<file path="src/rtl/iob_pulse_req_pkg.sv">
// Shared types and helpers for the pulse-to-handshake bridge (iob_pulse_req)
// and its edge-detect stage.
package iob_pulse_req_pkg;

    typedef enum logic [1:0] {
        S_IDLE = 2'd0,
        S_REQ  = 2'd1,
        S_GAP  = 2'd2
    } state_e;

    // The timer must reach TIMEOUT-1 while in REQ and GAP-1 while in GAP.
    function automatic int timer_width(input int timeout, input int gap);
        int m;
        m = (timeout > gap) ? timeout : gap;
        return $clog2(m + 1);
    endfunction

    function automatic logic [31:0] sat_inc(input logic [31:0] v, input int unsigned w);
        logic [31:0] maxv;
        maxv = (w >= 32) ? 32'hFFFF_FFFF : ((32'd1 << w) - 32'd1);
        return (v >= maxv) ? maxv : v + 32'd1;
    endfunction

endpackage

</file>
<file path="src/rtl/iob_edge_det.sv">
// Registered rising-edge detector: rise_o is high for the first cycle d_i is
// seen high after being low. A level held high produces a single rise.
module iob_edge_det (
    input  logic clk,
    input  logic rst_n,
    input  logic d_i,
    output logic rise_o
);

    logic pulse_q;

    always_ff @(posedge clk or negedge rst_n) begin
        if (!rst_n) begin
            pulse_q <= 1'b0;
        end else begin
            pulse_q <= d_i;
        end
    end

    assign rise_o = d_i & ~pulse_q;

endmodule

</file>
<file path="src/rtl/iob_pulse_req.sv">
// Turns each rising edge of pulse_in into a req/ack handshake, then re-arms the
// upstream generator with restart_o after GAP cycles. Optional event counters
// are enabled by defining IOB_PULSE_REQ_CNT_EN.
module iob_pulse_req #(
    parameter int TIMEOUT = 16,
    parameter int GAP     = 4,
    parameter int CNT_W   = 8
) (
    input  logic clk,
    input  logic rst_n,
    input  logic en,
    input  logic pulse_in,
    input  logic ack_i,
    output logic req_o,
    output logic restart_o,
    output logic busy_o,
    output logic timeout_o,
    output logic overrun_o
`ifdef IOB_PULSE_REQ_CNT_EN
    ,
    output logic [CNT_W-1:0] ok_cnt_o,
    output logic [CNT_W-1:0] drop_cnt_o
`endif
);

    import iob_pulse_req_pkg::*;

    localparam int TW       = timer_width(TIMEOUT, GAP);
    localparam int GAP_LAST = (GAP > 0) ? GAP - 1 : 0;

    state_e        state_q, state_d;
    logic [TW-1:0] timer_q, timer_d;
    logic          req_q, req_d;
    logic          restart_q, restart_d;
    logic          timeout_q, timeout_d;
    logic          overrun_q, overrun_d;
    logic          rise;

    iob_edge_det u_edge (
        .clk    (clk),
        .rst_n  (rst_n),
        .d_i    (pulse_in),
        .rise_o (rise)
    );

    // en low overrides everything: back to IDLE silently, no strobes.
    always_comb begin
        state_d   = state_q;
        timer_d   = timer_q;
        req_d     = req_q;
        restart_d = 1'b0;
        timeout_d = 1'b0;
        overrun_d = overrun_q;
        if (!en) begin
            state_d   = S_IDLE;
            timer_d   = '0;
            req_d     = 1'b0;
            overrun_d = 1'b0;
        end else begin
            case (state_q)
                S_IDLE: begin
                    if (rise) begin
                        state_d = S_REQ;
                        req_d   = 1'b1;
                        timer_d = '0;
                    end
                end
                S_REQ: begin
                    if (rise) begin
                        overrun_d = 1'b1;
                    end
                    if (ack_i || (timer_q == TW'(TIMEOUT - 1))) begin
                        req_d     = 1'b0;
                        timer_d   = '0;
                        timeout_d = ~ack_i;
                        if (GAP == 0) begin
                            restart_d = 1'b1;
                            state_d   = S_IDLE;
                        end else begin
                            state_d   = S_GAP;
                        end
                    end else begin
                        timer_d = timer_q + TW'(1);
                    end
                end
                S_GAP: begin
                    if (rise) begin
                        overrun_d = 1'b1;
                    end
                    if (timer_q == TW'(GAP_LAST)) begin
                        restart_d = 1'b1;
                        state_d   = S_IDLE;
                        timer_d   = '0;
                    end else begin
                        timer_d = timer_q + TW'(1);
                    end
                end
                default: begin
                    state_d = S_IDLE;
                    timer_d = '0;
                    req_d   = 1'b0;
                end
            endcase
        end
    end

    always_ff @(posedge clk or negedge rst_n) begin
        if (!rst_n) begin
            state_q   <= S_IDLE;
            timer_q   <= '0;
            req_q     <= 1'b0;
            restart_q <= 1'b0;
            timeout_q <= 1'b0;
            overrun_q <= 1'b0;
        end else begin
            state_q   <= state_d;
            timer_q   <= timer_d;
            req_q     <= req_d;
            restart_q <= restart_d;
            timeout_q <= timeout_d;
            overrun_q <= overrun_d;
        end
    end

    assign req_o     = req_q;
    assign restart_o = restart_q;
    assign timeout_o = timeout_q;
    assign overrun_o = overrun_q;
    assign busy_o    = (state_q != S_IDLE);

`ifdef IOB_PULSE_REQ_CNT_EN
    logic [CNT_W-1:0] ok_cnt_q, ok_cnt_d;
    logic [CNT_W-1:0] drop_cnt_q, drop_cnt_d;
    logic             ack_done, overrun_evt;

    // A timeout and a dropped edge on the same cycle are two separate drops.
    always_comb begin
        ack_done    = en && (state_q == S_REQ) && ack_i;
        overrun_evt = en && rise && (state_q != S_IDLE);
        ok_cnt_d    = ok_cnt_q;
        drop_cnt_d  = drop_cnt_q;
        if (!en) begin
            ok_cnt_d   = '0;
            drop_cnt_d = '0;
        end else begin
            if (ack_done) begin
                ok_cnt_d = CNT_W'(sat_inc(32'(ok_cnt_q), CNT_W));
            end
            if (overrun_evt) begin
                drop_cnt_d = CNT_W'(sat_inc(32'(drop_cnt_d), CNT_W));
            end
            if (timeout_d) begin
                drop_cnt_d = CNT_W'(sat_inc(32'(drop_cnt_d), CNT_W));
            end
        end
    end

    always_ff @(posedge clk or negedge rst_n) begin
        if (!rst_n) begin
            ok_cnt_q   <= '0;
            drop_cnt_q <= '0;
        end else begin
            ok_cnt_q   <= ok_cnt_d;
            drop_cnt_q <= drop_cnt_d;
        end
    end

    assign ok_cnt_o   = ok_cnt_q;
    assign drop_cnt_o = drop_cnt_q;
`else
    logic [CNT_W-1:0] unused_cnt_w;
    assign unused_cnt_w = '0;
`endif

endmodule

</file>
<file path="config.mk">
export PLATFORM = sky130hd
export DESIGN_NAME = iob_pulse_req
export DESIGN_NICKNAME = d
export VERILOG_FILES = /design/src/rtl/iob_pulse_req_pkg.sv /design/src/rtl/iob_edge_det.sv /design/src/rtl/iob_pulse_req.sv
export SDC_FILE = /design/constraint.sdc
export NUM_CORES = 1
export LEC_CHECK = 0
export BUFFER_PORTS_ARGS = -buffer_cell sky130_fd_sc_hd__buf_2
export CAP_MARGIN = 20
export CORE_AREA = 5 5 43 45
export CTS_CLUSTER_DIAMETER = 30
export DETAILED_ROUTE_END_ITERATION = 10
export DIE_AREA = 0 0 48 50
export PLACE_DENSITY = 0.75
export SYNTH_ARGS = -nofsm -noshare
export SYNTH_HDL_FRONTEND = slang
export SYNTH_SLANG_ARGS = --single-unit
</file>
<file path="constraint.sdc">
create_clock -name clk -period 2.4 [get_ports clk]
set_input_delay 0.24 -clock clk [delete_from_list [all_inputs] [get_ports clk]]
set_output_delay 0.24 -clock clk [all_outputs]
set_load 0.005 [all_outputs]
</file>
==> results.sh, run 1 <==
export IMPL_setup_tns_ns=0
export IMPL_rows=14
export IMPL_grt_pass1_vias=483
export IMPL_initial_core_util=0.482
export IMPL_crit_chain="ha_1 > and3_1 > ha_1 > nor3b_4 > a2bb2oi_2 > or4_1 > nand3_1"
export IMPL_fmax_mhz=499
export IMPL_worstSetupPathType="reg -> reg"
export IMPL_endpoint_kind="register"
export IMPL_synth_top_area_cell="dfrtp_1"
export IMPL_timing_rr_start="timer_q[0]"
export IMPL_synth_seq_area_share=0.434
export IMPL_synth_async_reset_ratio=1.00
export IMPL_placed_cells=89
export IMPL_slew_viol_final=0
export IMPL_worst_pin_slew_ns=0.341
export IMPL_critical_path_required_ns=2.60
export IMPL_drt_iter0_markers=11
export IMPL_cp_common_cell="ha_1"
export IMPL_r2r_cells=7
export IMPL_cts_path_max_buffers=2
export IMPL_rrSetupSlack_ns=0.39
export IMPL_synthToLayoutAreaGrowth_pct=12.5
export IMPL_max_slew_margin_rel=0.772
export IMPL_layoutNonFillerInstCount=93
export IMPL_dieArea_sq_um=2400
export IMPL_setup_viol=0
export IMPL_final_hold_viol_count=0
export IMPL_final_core_util=0.542
export IMPL_ys_flop_type="dfrtp_1"
export IMPL_hold_end="u_edge.pulse_q"
export IMPL_crit_slowest_cell="dfrtp_1"
export IMPL_pwr_density_cell_nw_per_um2=501
export IMPL_ys_ff_latch=12
export IMPL_fin_crit_ns=2.01
export IMPL_insertion_delay_ns=0.26
export IMPL_synth_cell_type_count=28
export IMPL_path_buf_inv=0
export IMPL_ys_top_cells_by_area="dfrtp_1 43%, ha_1 11%, nand3_1 3.6%"
export IMPL_grt_usage=0.125
export IMPL_max_vdd_ir_drop_mv=0.406
export IMPL_numPortBuffers=9
export IMPL_grt_antenna_before_repair=0
export IMPL_startpoint_type="register"
export IMPL_cts_sinks=12
export IMPL_first_pass_iters=4
export IMPL_syn_cell_area_sq_um=692
export IMPL_rsz0062_at_grt="false"
export IMPL_path_max_fanout=4
export IMPL_wl_microns=1250
export IMPL_coreArea_sq_um=1440
export IMPL_drc=0
export IMPL_overflow=0
export IMPL_cts_clk_slew_worst_paths_ns=0.06
export IMPL_wl_per_cell_microns=13.4
export IMPL_cap_violations=0
export IMPL_synth_avg_cell_area_sq_um=10.6
export IMPL_synth_edf_count=0
export IMPL_postSynthCellCount=65
export IMPL_min_delay_start="pulse_in"
export IMPL_die_height_microns=50
export IMPL_fin_crit_sh=0.835
export IMPL_numCtsBuffers=3
export IMPL_final_nets=90
export IMPL_status="finished, final reports clean"
export IMPL_cts_root_buf="clkbuf_4"
export IMPL_syn_nets=76
export IMPL_gp_congestion=0.829
export IMPL_slowest_delay_ns=0.41
export IMPL_yosysTopAreaCellShare=0.434
export IMPL_num_vias=509
export IMPL_holdPathStages=1
export IMPL_ys_warn_count=0
export IMPL_grt_pass1_wl_microns=2130
export IMPL_hold_class="in -> reg"
export IMPL_die_w_microns=48
export IMPL_tritoncts="built"
export IMPL_r2r_end="timer_q[3]"
export IMPL_ant_nets=0
export IMPL_critical_path_top_delay_family="simple AND/OR/NAND/NOR gates"
export IMPL_htree_levels=1
export IMPL_post_drt_via_cell_ratio=5.47
export IMPL_grt_max_degree=13
export IMPL_finClkSkew_ns=0.000157
export IMPL_dp_hpwl_microns=989
export IMPL_num_io_pins=10
export IMPL_diodes=0
export IMPL_leakage_uw=0.000383
export IMPL_ctsResizeCount=0
export IMPL_layout_drive_gt1_share=0.221
export IMPL_cp_data_arrival_time_ns=2.21
[cell type report]
cell class | count | area, sq um
inverters | 6 | 22.5
flip-flops and latches | 12 | 300
multi-input cells | 46 | 358
clock buffers | 3 | 22.5
fillers | 134 | 658
repair buffers | 10 | 55.1
well taps | 16 | 20.0
[cell families (layout without fill, tap and decap cells)]
group                    after synthesis  count (layout)  synth area share
buffers and inverters                  7              19            0.0488
adder cells (fa/ha/maj)                6               6             0.108
AO/OA/AOI/OAI                         12              12             0.125
AND/OR/NAND/NOR                       27              27             0.269
multiplexers                           1               1            0.0145
flip-flops                            12              12             0.434
[Yosys cell counts, drive strengths merged, types with 2 or more instances]
library cell and number:
nand2b 2, ha 6, nand2 6, dfrtp 12, o21ai 5, nor2 3, nand3 5, and3 3
inv 6
[stage by stage]
step / setup WS, ns / hold WS, ns / instance area (sq um) / power (uW)
global route: 0.291 / 0.116 / 778 / 416
global placement: 0.475 / 0.127 / 746 / 277
CTS: 0.402 / 0.122 / 778 / 396
detailed placement: 0.430 / 0.133 / 746 / 279
finish: 0.395 / 0.124 / 778 / 390
floorplan: 0.547 / -0.0556 / 692 / 258
[report_power, final]
| part | switching (uW) | leakage [uW] | total, uW | internal [uW] |
|---|---|---|---|---|
| sequential | 3.91 | 0.000164 | 212 | 208 |
| combinational | 36.8 | 0.000205 | 64.1 | 27.3 |
| clock | 56.2 | 0.0000138 | 114 | 58.0 |
| total | 97.0 | 0.000383 | 390 | 293 |
[per-layer routing]
layer	vias up	wire (microns)	global-route usage
met5	-	0	0
met4	0	17	0.0404
met3	2	82	0.0545
met2	13	563	0.174
met1	241	583	0.170
li1	253	-	-
[what timing repair did]
item | in CTS | in global routing
hold buffers | 1 | 0
buffers inserted | 0 | 0
endpoints found under the hold margin | 12 | 0
[worst max-delay path by stage]
stage | end | cells after the start | slack (ns) | start
floorplan | timer_q[3] | 7 | 0.55 | timer_q[0]
global placement | timer_q[3] | 7 | 0.47 | timer_q[0]
detailed placement | timer_q[3] | 7 | 0.43 | timer_q[0]
CTS | timer_q[3] | 7 | 0.40 | timer_q[0]
global route | timer_q[2] | 7 | 0.29 | timer_q[0]
finish | timer_q[3] | 7 | 0.39 | timer_q[0]
[state kept, by name, indices dropped and copies added, names as in the netlist]
signal	flops
timer_q	5
state_q	2
overrun_o	1
req_o	1
restart_o	1
timeout_o	1
u_edge.pulse_q	1
[cells in the final DEF (no fill, tap or decap)]
cell type      instances
nor3b_4                1
nand2b_1               1
or4_1                  1
a21oi_1                1
and2_1                 1
nor3_1                 1
a2bb2oi_2              1
o211a_1                1
nor2_1                 3
and4b_1                1
o31ai_1                1
dfrtp_1               12
mux2i_1                1
clkbuf_4               3
ha_1                   6
nand4_1                1
o2bb2ai_1              1
or3_1                  1
nand2_1                6
dlygate4sd3_1          1
and3_4                 1
o21a_1                 1
nand2b_4               1
and3_1                 2
nor4b_4                1
inv_1                  6
buf_2                  9
o21bai_1               1
o21ai_0                5
nand3_1                5
No activity file was read; power rests on OpenSTA's default activity.
==> run 2: changes to the inputs <==
--- a/config.mk
+++ b/config.mk
@@ -7,10 +7,10 @@
 export LEC_CHECK = 0
 export BUFFER_PORTS_ARGS = -buffer_cell sky130_fd_sc_hd__buf_2
 export CAP_MARGIN = 20
-export CORE_AREA = 5 5 43 45
+export CORE_AREA = 5 5 44 46
 export CTS_CLUSTER_DIAMETER = 30
 export DETAILED_ROUTE_END_ITERATION = 10
-export DIE_AREA = 0 0 48 50
+export DIE_AREA = 0 0 49 51
 export PLACE_DENSITY = 0.75
 export SYNTH_ARGS = -nofsm -noshare
 export SYNTH_HDL_FRONTEND = slang
==> constraint.sdc (replaced) <==
create_clock -name clk -period 1.8 [get_ports clk]
set_input_delay 0.18 -clock clk [delete_from_list [all_inputs] [get_ports clk]]
set_output_delay 0.18 -clock clk [all_outputs]
set_load 0.005 [all_outputs]
==> run 2 against run 1 <==
Effect of this change:
- global-route usage is 0.46 points lower
- hold slack got worse by 0.072 ns
- combinational power is 46% higher
- clock power rose by 94%
- via count increased by 10%
- non-clock buffer count grew 11
- cell count increased by 13%
- die area is 4.1% higher
- critical path type unchanged
- highest routed layer unchanged
==> results.sh, run 2 (same netlist as run 1, synthesis figures left out) <==
export IMPL_path_buf_inv=0
export IMPL_regMostFlops="timer_q"
export IMPL_initial_core_util=0.470
export IMPL_coreArea_sq_um=1470
export IMPL_wl_per_cell_microns=13.3
export IMPL_switchingPower_uw=154
export IMPL_die_height_microns=51
export IMPL_rsz0062_at_grt="true"
export IMPL_nFillCells=136
export IMPL_grt_usage=0.120
export IMPL_ant_nets=0
export IMPL_num_io_pins=10
export IMPL_cap_violations=0
export IMPL_status="finished, final reports clean"
export IMPL_tritoncts="built"
export IMPL_synthToLayoutAreaGrowth_pct=29.8
export IMPL_cts_path_max_buffers=2
export IMPL_critical_path_top_delay_family="simple AND/OR/NAND/NOR gates"
export IMPL_max_vdd_ir_drop_mv=0.610
export IMPL_crit_chain="ha_2 > and3_4 > ha_4 > nor3b_4 > a2bb2oi_2 > or4_1 > nand3_1"
export IMPL_numCtsBuffers=3
export IMPL_cts_clk_slew_worst_paths_ns=0.08
export IMPL_setup_ws_ns=0.00774
export IMPL_worstSetupPathType="reg -> reg"
export IMPL_numPortBuffers=9
export IMPL_diodes=0
export IMPL_die_w_microns=49
export IMPL_rrSetupSlack_ns=0.008
export IMPL_drc=0
export IMPL_critical_path_required_ns=2.02
export IMPL_p_int_uw=443
export IMPL_total_power_uw=597
export IMPL_power_frac_seq=0.473
export IMPL_worst_pin_slew_ns=0.309
export IMPL_wl_microns=1400
export IMPL_gp_congestion=0.808
export IMPL_design_area_sq_um=898
export IMPL_place_ws_ns=-0.0796
export IMPL_grt_antenna_before_repair=0
export IMPL_switching_share=0.258
export IMPL_mostFrequentLayoutCells="12 x dfrtp_1, 11 x buf_4, 9 x buf_2"
export IMPL_slew_viol_final=0
export IMPL_p_comb_frac=0.157
export IMPL_setup_viol=0
export IMPL_grt_pass1_vias=560
export IMPL_first_pass_iters=4
export IMPL_cp_data_arrival_time_ns=2.01
export IMPL_hold_class="in -> reg"
export IMPL_endpoint_kind="register"
export IMPL_fin_crit_ns=1.79
export IMPL_layout_drive_gt1_share=0.371
export IMPL_cts_sinks=12
export IMPL_fin_crit_sh=0.996
export IMPL_final_hold_viol_count=0
export IMPL_htree_levels=1
export IMPL_max_slew_margin_rel=0.793
export IMPL_rows=14
export IMPL_drt_iter0_markers=6
export IMPL_slowest_delay_ns=0.41
export IMPL_grt_pass1_wl_microns=2340
export IMPL_place_area_sq_um=778
export IMPL_cts_root_buf="clkbuf_4"
export IMPL_final_nets=101
export IMPL_clockPowerShare=0.371
export IMPL_holdPathStages=1
export IMPL_overflow=0
export IMPL_path_max_fanout=4
export IMPL_leakage_uw=0.000450
export IMPL_r2r_cells=7
export IMPL_crit_slowest_cell="or4_1"
export IMPL_reg_top3="timer_q: 5 flops, state_q: 2 flops"
export IMPL_dieArea_sq_um=2500
export IMPL_layout_commonest_cell="dfrtp_1"
export IMPL_fmax_mhz=558
export IMPL_grt_max_degree=13
export IMPL_finClkSkew_ns=0.00366
export IMPL_hold_end="u_edge.pulse_q"
export IMPL_final_core_util=0.611
export IMPL_startpoint_type="register"
export IMPL_dp_hpwl_microns=943
export IMPL_num_vias=560
export IMPL_setup_tns_ns=0
export IMPL_pwr_density_cell_nw_per_um2=665
export IMPL_r2r_end="timer_q[3]"
export IMPL_min_delay_start="pulse_in"
export IMPL_post_drt_via_cell_ratio=5.33
export IMPL_insertion_delay_ns=0.28
export IMPL_largest_reg_flops=5
export IMPL_timing_rr_start="timer_q[0]"
-- run 2: how the worst max path moves through the flow --
stage          startpoint    endpoint  slack [ns]  cells past startpoint
2_1_floorplan  timer_q[0]  timer_q[3]       0.001                      7
3_3_place_gp   timer_q[0]  timer_q[0]       -0.03                      7
3_5_place_dp   timer_q[0]  timer_q[3]       -0.08                      7
4_1_cts        timer_q[0]  timer_q[3]       0.002                      7
5_1_grt        timer_q[0]  timer_q[3]       -0.06                      7
6_report       timer_q[0]  timer_q[3]       0.008                      7
-- run 2: worst register-to-register path, cell delays in order (launching register included) --
cell	delay, ns
dfrtp_1	0.39
ha_2	0.19
and3_4	0.19
ha_4	0.16
nor3b_4	0.21
a2bb2oi_2	0.10
or4_1	0.41
nand3_1	0.08
-- run 2: final cells by class --
| type | count | area, sq um | area share |
|---|---|---|---|
| clock buffers | 4 | 36.3 | 0.0404 |
| repair buffers | 21 | 138 | 0.153 |
| inverters | 6 | 22.5 | 0.0251 |
| multi-input cells | 46 | 382 | 0.425 |
| flip-flops and latches | 12 | 300 | 0.334 |
| well taps | 16 | 20.0 | 0.0223 |
-- run 2: metrics by stage --
step                hold slack (ns)  cells
global placement             0.0737     93
global route                 0.0468    105
CTS                          0.0533    102
detailed placement           0.0788     93
floorplan                    -0.116     65
finish                       0.0523    105
-- run 2: what timing repair did --
action                                  CTS  global route
pin swaps                                 3             1
endpoints found under the setup margin    6             6
gates resized for setup                   4             1
hold buffers                              1             0
buffers inserted                          4             3
endpoints found under the hold margin    12             0
gates cloned                              0             0
-- run 2: routing by layer --
metal / wire length (microns) / share of wire / GRT usage / up-vias
li1: - / - / - / 279
met1: 616 / 0.44 / 0.132 / 269
met2: 697 / 0.50 / 0.215 / 8
met3: 50 / 0.036 / 0.0349 / 4
met4: 30 / 0.022 / 0.0538 / 0
met5: 0 / 0 / 0 / -
-- run 2: power groups by stage --
| stage | clock, uW | combinational, uW | sequential (uW) |
|---|---|---|---|
| after floorplan | 0 | 57.0 | 287 |
| final | 221 | 93.6 | 282 |
| after CTS | 223 | 91.5 | 282 |
| after detailed placement | 0 | 85.0 | 288 |
| after global routing | 243 | 106 | 283 |
| after global placement | 0 | 83.5 | 287 |
==> run 3: changes to the inputs <==
--- a/config.mk
+++ b/config.mk
@@ -7,11 +7,11 @@
 export LEC_CHECK = 0
 export BUFFER_PORTS_ARGS = -buffer_cell sky130_fd_sc_hd__buf_2
 export CAP_MARGIN = 20
-export CORE_AREA = 5 5 44 46
+export CORE_AREA = 5 5 51 53
 export CTS_CLUSTER_DIAMETER = 30
 export DETAILED_ROUTE_END_ITERATION = 10
-export DIE_AREA = 0 0 49 51
-export PLACE_DENSITY = 0.75
+export DIE_AREA = 0 0 56 58
+export PLACE_DENSITY = 0.56
 export SYNTH_ARGS = -nofsm -noshare
 export SYNTH_HDL_FRONTEND = slang
 export SYNTH_SLANG_ARGS = --single-unit
==> constraint.sdc (replaced) <==
create_clock -name clk -period 2 [get_ports clk]
set_input_delay 0.2 -clock clk [delete_from_list [all_inputs] [get_ports clk]]
set_output_delay 0.2 -clock clk [all_outputs]
set_load 0.005 [all_outputs]
==> run 3 against run 2 <==
Effect of this change:
- via count down 5.4%
- critical path type unchanged
- critical path depth is the same
- routed wire length increased by 2.0%
- count of clock-buffer cells in the layout decreased by 1
- non-clock buffer count shrank 7
- clock power down 32%
- worst setup slack better by 0.10 ns
- sequential cell count did not move
- largest cell class unchanged
- largest power group unchanged
==> results.sh, run 3 (same netlist as run 1, synthesis figures left out) <==
export IMPL_fin_crit_sh=0.946
export IMPL_worstSetupPathType="reg -> reg"
export IMPL_synthToLayoutAreaGrowth_pct=19.5
export IMPL_die_w_microns=56
export IMPL_pwr_density_cell_nw_per_um2=587
export IMPL_insertion_delay_ns=0.27
export IMPL_max_vdd_ir_drop_mv=0.315
export IMPL_num_io_pins=10
export IMPL_critical_path_required_ns=2.21
export IMPL_post_drt_via_cell_ratio=4.86
export IMPL_reg_top3="timer_q: 5 flops, state_q: 2 flops"
export IMPL_leakage_uw=0.000410
export IMPL_drc=0
export IMPL_overflow=0
export IMPL_cts_clk_slew_worst_paths_ns=0.07
export IMPL_die_height_microns=58
export IMPL_grt_antenna_before_repair=0
export IMPL_drt_iter0_markers=18
export IMPL_ant_nets=0
export IMPL_final_core_util=0.393
export IMPL_design_area_sq_um=827
export IMPL_cap_violations=0
export IMPL_numCtsBuffers=3
export IMPL_multi_input_area_sq_um=362
export IMPL_gp_congestion=0.777
export IMPL_status="finished, final reports clean"
export IMPL_cts_root_buf="clkbuf_4"
export IMPL_finClkSkew_ns=0.00254
export IMPL_layout_commonest_cell="dfrtp_1"
export IMPL_rows=17
export IMPL_grt_usage=0.106
export IMPL_nFillCells=217
export IMPL_numPortBuffers=9
export IMPL_grt_max_degree=13
export IMPL_setup_tns_ns=0
export IMPL_initial_core_util=0.329
export IMPL_layout_drive_gt1_share=0.272
export IMPL_setup_ws_ns=0.108
export IMPL_cts_sinks=12
export IMPL_htree_levels=1
export IMPL_startpoint_type="register"
export IMPL_grt_pass1_vias=529
export IMPL_seqCellArea_sq_um=300
export IMPL_regMostFlops="timer_q"
export IMPL_hold_class="in -> reg"
export IMPL_first_pass_iters=4
export IMPL_coreArea_sq_um=2110
export IMPL_endpoint_kind="register"
export IMPL_place_ws_ns=0.0778
export IMPL_fin_crit_ns=1.89
export IMPL_dp_hpwl_microns=1020
export IMPL_max_slew_margin_rel=0.791
export IMPL_dieArea_sq_um=3250
export IMPL_slew_viol_final=0
export IMPL_worst_pin_slew_ns=0.312
export IMPL_final_hold_viol_count=0
export IMPL_final_nets=94
export IMPL_wl_microns=1420
export IMPL_place_area_sq_um=776
export IMPL_cp_data_arrival_time_ns=2.10
export IMPL_wl_per_cell_microns=13.1
export IMPL_setup_viol=0
export IMPL_fmax_mhz=529
export IMPL_mostFrequentLayoutCells="12 x dfrtp_1, 9 x buf_2, 6 x inv_1, 6 x nand2_1, 6 x ha_1"
export IMPL_tritoncts="built"
export IMPL_grt_pass1_wl_microns=2540
export IMPL_cts_path_max_buffers=2
export IMPL_largest_reg_flops=5
export IMPL_holdWs_ns=0.0784
export IMPL_diodes=0
export IMPL_num_vias=530
export IMPL_path_max_fanout=4
run 3: where the power goes:
group | internal [uW] | switching [uW] | leakage (uW)
clock network | 69.8 | 80.6 | 0.0000138
logic | 35.5 | 46.0 | 0.000232
registers | 249 | 4.42 | 0.000164
total | 355 | 131 | 0.000410
run 3: worst paths after layout:
path                                  from        endpoint  slack (ns)  cells past startpoint
worst min-delay path              pulse_in  u_edge.pulse_q        0.08                      1
worst max-delay path            timer_q[1]      timer_q[3]        0.11                      7
worst max register to register  timer_q[1]      timer_q[3]        0.11                      7
worst min register to register       req_o           req_o        0.50                      2
min in group asynchronous            rst_n      state_q[0]        0.33                      2
max in group asynchronous            rst_n      timer_q[1]        1.45                      2
run 3: critical path, stage by stage, from the launching register on:
cell       delay, ns
dfrtp_1         0.40
ha_1            0.19
and3_1          0.18
ha_1            0.21
nor3b_4         0.25
a2bb2oi_2       0.12
or4_1           0.40
nand3_1         0.08
run 3: through the flow:
step | power, uW | std cells
floorplan | 310 | 65
global placement | 335 | 103
global route | 520 | 109
detailed placement | 336 | 103
CTS | 489 | 107
finish | 486 | 109
run 3: what timing repair did:
action	in CTS	in global routing
setup buffers	0	2
gates resized for setup	0	1
hold endpoints to repair	12	0
setup endpoints to repair	0	6
hold buffers	1	0
run 3: routing by layer:
| metal | routed length, microns | GRT usage | share of wire |
|---|---|---|---|
| met3 | 45 | 0.0312 | 0.032 |
| met4 | 36 | 0.0814 | 0.025 |
| met1 | 672 | 0.134 | 0.47 |
| met2 | 669 | 0.150 | 0.47 |
| met5 | 0 | 0 | 0 |
run 3: final cells by class:
type / count / share of cell area
Sequential cell: 12 / 0.363
Multi-Input combinational cell: 46 / 0.437
Tap cell: 28 / 0.0424
Inverter: 6 / 0.0272
Timing Repair Buffer: 14 / 0.103
Clock buffer: 3 / 0.0272
